### src/rtl/multiword_add_ctrl.sv
// Purpose : serialises a W-bit add/subtract onto one external 4-bit adder slice,
//           one slice per clock, carry chained through a local register.
// Ports   : clk_i/rst_n_i (sync, active-low); start_i/sub_i/opa_i/opb_i request
//           (taken only while ready_o=1); add_a_o/add_b_o/add_cin_o drive the slice,
//           add_sum_i/add_cout_i return from it; valid_o/ack_i result handshake;
//           result_o/cout_o/ovf_o result, held until ack_i and retained in idle.
module multiword_add_ctrl #(
   parameter int NSLICE = 4
) (
   input  logic                  clk_i,
   input  logic                  rst_n_i,
   input  logic                  start_i,
   input  logic                  sub_i,
   input  logic [4*NSLICE-1:0]   opa_i,
   input  logic [4*NSLICE-1:0]   opb_i,
   output logic                  ready_o,
   output logic [3:0]            add_a_o,
   output logic [3:0]            add_b_o,
   output logic                  add_cin_o,
   input  logic [3:0]            add_sum_i,
   input  logic                  add_cout_i,
   output logic                  valid_o,
   input  logic                  ack_i,
   output logic [4*NSLICE-1:0]   result_o,
   output logic                  cout_o,
   output logic                  ovf_o
);

   localparam int W  = 4 * NSLICE;
   localparam int IW = (NSLICE > 1) ? $clog2(NSLICE) : 1;

   typedef enum logic [1:0] {
      IDLE = 2'd0,
      RUN  = 2'd1,
      DONE = 2'd2
   } state_t;

   state_t          state_q;
   logic [W-1:0]    opa_q;
   logic [W-1:0]    opb_q;      // already inverted for subtraction
   logic [W-1:0]    result_q;
   logic [W-1:0]    result_d;
   logic            carry_q;
   logic            cout_q;
   logic            ovf_q;
   logic            ovf_d;
   logic            ready_q;
   logic            valid_q;
   logic [IW-1:0]   idx_q;
   logic            idx_last;
   logic [3:0]      slice_a;
   logic [3:0]      slice_b;

   assign idx_last = (idx_q == IW'(NSLICE - 1));

   // Select the active slice and splice the adder's sum into the result image.
   always_comb begin
      slice_a  = 4'h0;
      slice_b  = 4'h0;
      result_d = result_q;
      for (int s = 0; s < NSLICE; s++) begin
         if (idx_q == IW'(s)) begin
            slice_a               = opa_q[4*s +: 4];
            slice_b               = opb_q[4*s +: 4];
            result_d[4*s +: 4]    = add_sum_i;
         end
      end
   end

   // Signed overflow: operands agree in sign but the top sum bit does not.
   assign ovf_d = (opa_q[W-1] == opb_q[W-1]) && (add_sum_i[3] != opa_q[W-1]);

   // Slice drive comes from registers only, so add_cout_i never reaches add_cin_o.
   assign add_a_o   = (state_q == RUN) ? slice_a : 4'h0;
   assign add_b_o   = (state_q == RUN) ? slice_b : 4'h0;
   assign add_cin_o = (state_q == RUN) ? carry_q : 1'b0;

   always_ff @(posedge clk_i) begin
      if (!rst_n_i) begin
         state_q  <= IDLE;
         opa_q    <= '0;
         opb_q    <= '0;
         result_q <= '0;
         carry_q  <= 1'b0;
         cout_q   <= 1'b0;
         ovf_q    <= 1'b0;
         idx_q    <= '0;
         ready_q  <= 1'b1;
         valid_q  <= 1'b0;
      end else begin
         case (state_q)
            IDLE: begin
               if (start_i) begin
                  opa_q    <= opa_i;
                  opb_q    <= sub_i ? ~opb_i : opb_i;
                  carry_q  <= sub_i;   // +1 completes the two's complement
                  idx_q    <= '0;
                  result_q <= '0;
                  cout_q   <= 1'b0;
                  ovf_q    <= 1'b0;
                  ready_q  <= 1'b0;
                  state_q  <= RUN;
               end
            end
            RUN: begin
               result_q <= result_d;
               carry_q  <= add_cout_i;
               if (idx_last) begin
                  cout_q  <= add_cout_i;
                  ovf_q   <= ovf_d;
                  idx_q   <= '0;      // wrap instead of running past the top slice
                  valid_q <= 1'b1;
                  state_q <= DONE;
               end else begin
                  idx_q <= idx_q + 1'b1;
               end
            end
            DONE: begin
               if (ack_i) begin
                  valid_q <= 1'b0;
                  ready_q <= 1'b1;
                  state_q <= IDLE;
               end
            end
            default: begin
               valid_q <= 1'b0;
               ready_q <= 1'b1;
               state_q <= IDLE;
            end
         endcase
      end
   end

   assign ready_o  = ready_q;
   assign valid_o  = valid_q;
   assign result_o = result_q;
   assign cout_o   = cout_q;
   assign ovf_o    = ovf_q;

endmodule

### config.mk
export PLATFORM = sky130hd
export DESIGN_NAME = multiword_add_ctrl
export DESIGN_NICKNAME = d
export VERILOG_FILES = /design/src/rtl/multiword_add_ctrl.sv
export SDC_FILE = /design/constraint.sdc
export NUM_CORES = 1
export LEC_CHECK = 0
export BUFFER_PORTS_ARGS = -buffer_cell sky130_fd_sc_hd__buf_2
export CORE_MARGIN = 2
export CORE_UTILIZATION = 52
export CTS_BUF_LIST = sky130_fd_sc_hd__clkbuf_16
export CTS_CLUSTER_SIZE = 40
export DETAILED_ROUTE_END_ITERATION = 6
export GPL_TIMING_DRIVEN = 0
export PLACE_DENSITY_LB_ADDON = 0.08
export REMOVE_ABC_BUFFERS = 1
export SYNTH_ARGS = -nofsm -noshare
export SYNTH_HDL_FRONTEND = slang
export SYNTH_SLANG_ARGS = --single-unit
### constraint.sdc
create_clock -name clk_i -period 3.99 [get_ports clk_i]
set_clock_uncertainty 0.2 [all_clocks]
set_input_delay 0.1995 -clock clk_i [delete_from_list [all_inputs] [get_ports clk_i]]
set_output_delay 0.1995 -clock clk_i [all_outputs]
set_load 0.01 [all_outputs]
* Word level (Yosys, flattened, before mapping) *
Cells that the tools add are included.

cells by class
  reduce and logical (&&, ||, !) cells = 13
  bitwise operators = 3
  add/sub/neg operators = 1
  mux-type cells = 37
  equal/unequal tests = 13

operators by type and width
  kind                                                  number
  two-way mux 4 bit                                     14
  two-way mux 16 bit                                    2
  case mux 16 bit (2 select lines)                      1
  AND reduction 3 bit                                   7
  inverter 16 bit                                       1
  != test 2 bit (second input constant)                 6
  two-way mux 2 bit                                     5
  two-way mux 1 bit                                     8
  equality test 2 bit (second input constant)           3
  case mux 1 bit (2 select lines)                       3
  case mux 1 bit (3 select lines)                       2
  case mux 2 bit (3 select lines)                       1
  equality test 2 x 1 -> 1 bit (second input constant)  2
  zero test 2 bit                                       2
  case mux 2 bit (2 select lines)                       1
  AND reduction 2 bit                                   2
  adder 2 x 1 -> 2 bit (second input constant)          1
  inverter 1 bit                                        2
  nonzero test 2 bit                                    1
  equality test 1 bit                                   1
  logical AND 1 bit                                     1
  != test 1 bit                                         1

storage, ports and cells
  word-level logic and storage cells = 80
  bits in registers = 57
  output and inout bits = 29
  input bits = 42

* Longest topological paths before layout *
  depth after elaboration = 6
  mapped depth = 7
  mapped depth without buffers = 5

* Worst setup path after synthesis *
No wires, ideal clock.

  kind = register -> output
  start = register idx_q[1]
  end = output port add_a_o[3]
  arrival = 1475 ps
  stages on the path, launching flop included = 8
  setup slack = 2115 ps
  buffers on the path = 2
  data required time = 3591 ps
  path through = dfxtp_1 -> inv_1 -> ha_1 -> buf_2 -> nor2b_1 -> buf_2 -> a221oi_1 -> o32ai_1

between the ends
  word-level cells in the longest chain between the ends = 6
  elaborated cells on any way between the ends = 9
  classes of those cells = eq/ne (3); mux (5); reduce/logical (1)

ends and longest elaborated chain
  element                          line  RTL
  from (decl)                      49    logic [IW-1:0] idx_q;
  from (signal assigned)           115   idx_q <= idx_q + 1'b1;
  zero test 2 bit                  62    if (idx_q == IW'(s)) begin
  two-way mux 4 bit (3 in series)  62
  two-way mux 4 bit *              62
  two-way mux 4 bit *              74    assign add_a_o = (state_q == RUN) ? slice_a : 4'h0;
  to (decl)                        17    output logic [3:0] add_a_o,

Mark *: on every way between the ends. The rest lies on a longest branch, timed or not.

* Worst setup path after layout *
Ends and elaborated chain as after synthesis.

==> run metrics <==
most common cell in the netlist nand2_1; synth-to-layout area growth 29.2%; Pleak 1.61 nW; pre-CTS WS 1450 ps; Final Critical Period 2900 ps; Highest Clock Rate 344 MHz; register area share after synthesis 0.419; Post-synth ARST share 0; Post-route DRC 0; Power Density 445 nW/µm²; Setup violations, final 0; first-pass GRT wire length 10500 µm; via/cell ratio 5.20; CP peak stage delay 580 ps; Syn Inst Count 299; die height 76.3 µm; Wirelength per Cell 13.8 µm; post-cts resize count 0; startpoint types register; crit path capture type output pin; max_slew headroom 0.329; number of fill cells 422; initial DRC count 131; maximum vdd drop 0.322 mV; Die X 76.3 µm; Finished Layout Cells 449; Yosys warning total 0; final net count 420; RSZ-0062 raised after global routing no; outcome completed; gpl congestion 0.712; clk sinks 57; initial antenna violation count 0; clk buf depth 2; Yosys cell types 37; starting density of the core 0.536; clk_lat worst skew 310 ps; mean cell area of the mapped netlist 9.10 µm²; hold_buf cts 17; Final Cycle Share 0.728; max-slew violations 0; critical path class reg -> out; Yosys reg bits 57; worst-path maximum fanout 10; Root Driver clkbuf_16; final setup margin 1090 ps; worst hold path type in -> reg; DR vias 2336; EDFF count, synth 0; met2 usage 0.353; CP Data Required Time 3590 ps; Synth Flop Type dfxtp_1; cts bufs inserted 9; post-DP HPWL 3790 µm; drt total wl 6190 µm; total die area 5830 µm²; CORE AREA 5070 µm²; largest net degree at the start of global routing 64; CTS tree yes; Synth top cells by count nand2_1, dfxtp_1, mux2i_1, o211a_1, xnor2_1; Mapped Area 2720 µm²; CTS clk-pin slew, worst paths 50 ps; met1 usage in global routing 0.303; CTS H-tree depth 3; CP delay by family, top compound AO/OA/AOI/OAI gates; max cap viols 0; Hold Violations, Final 0; setup bufs post-CTS 0; top cell type's share of synthesized area 0.419; arrival time at the worst endpoint 2500 ps; Buf/Inv on CP 2; GR peak layer met2; hold_ws 25.7 ps; DR pass1 iterations 5; placed instance area 3060 µm²; layout cells sized above 1 0.248; grt ovf 0; ANT cells 0; port bufs 70; Top Ports 71; Final Core Density 0.693; Setup TNS 0 ps; Crit-path slowest cell nor2b_1; Placed Cells 416; most area-hungry cell type in the Yosys netlist dfxtp_1; Worst Tran Pin Value 1010 ps; Design Area, Final 3520 µm²; met3 GRT Util 0.0450; Rows 26; antenna viol nets, final 0; number of global-route vias before repair 2221; Cell Chain, Critical Path inv_1 > ha_1 > nor2b_1 > a221oi_1 > o32ai_1 > buf_2; GRT Resource Usage Total 0.224; Tot Pwr 1.57 mW; top area cells in the synthesized netlist dfxtp_1, nand2_1, mux2i_1
-- registers in the layout, summed over array words and instances (netlist names) --
signal and count:
opa_q 16, ovf_o 1, ready_o 1, idx_q 2, state_q 2, valid_o 1, result_o 16, cout_o 1
opb_q 16, carry_q 1
-- per-layer routing --
layer,part of all wire,up-vias
met4,0.0069,0
met1,0.46,1063
met2,0.47,79
met5,0,-
li1,-,1190
met3,0.056,4
-- logic make-up (layout without fill, tap and decap cells) --
logic type / after synthesis / after routing / synth area share
flops: 57 / 57 / 0.419
simple gates: 103 / 103 / 0.170
fa+ha+maj: 4 / 4 / 0.0184
buf+inv: 29 / 109 / 0.0556
xor+xnor: 16 / 16 / 0.0515
compound gates: 73 / 73 / 0.223
mux: 17 / 17 / 0.0625
-- final timing paths --
check               start      endpoint  slack [ps]  depth (start not counted)
max              idx_q[1]    add_a_o[3]        1090                          6
min          add_sum_i[2]   result_o[6]          30                          3
max reg2reg      idx_q[0]  result_o[13]        1820                          4
min reg2reg  result_o[10]  result_o[10]         250                          2
-- final cells by class --
type | instances | area [µm²] | area share
clock buffer | 9 | 225 | 0.0640
clock inverter | 7 | 62.6 | 0.0178
inverter | 4 | 15.0 | 0.00427
multi-input combinational | 213 | 1440 | 0.408
sequential | 57 | 1140 | 0.324
tap | 70 | 87.6 | 0.0249
timing repair buffer | 89 | 551 | 0.157
-- worst reg2reg max path: stages (launching register included) --
cell     delay [ps]
dfxtp_1         410
ha_1            770
nand2_2         150
a21oi_4         340
mux2i_1         220
-- layout by cell type, fill, tap and decap left out, types with 2 or more instances in the layout --
master	count
clkinvlp_4	2
nor2b_1	4
dlygate4sd3_1	17
a21boi_1	10
nor2_1	4
clkbuf_16	9
a22oi_1	3
nand2_1	71
nand2b_1	2
and2_1	2
inv_1	5
and3b_1	2
xnor2_1	16
mux2i_1	17
buf_8	2
a21boi_0	6
a221oi_1	8
o32ai_1	2
ha_1	4
a21oi_4	4
o21ai_0	2
o211a_1	17
a21oi_1	3
nand3_1	12
o31ai_1	6
o21ai_1	8
buf_2	70
clkinv_2	2
dfxtp_1	57
-- where the power goes --
group	leakage [nW]	switching (mW)	internal (mW)
combinational	1.01	0.107	0.102
sequential	0.467	0.0222	0.605
clock	0.140	0.256	0.475
No activity file was read; power rests on OpenSTA's default activity.
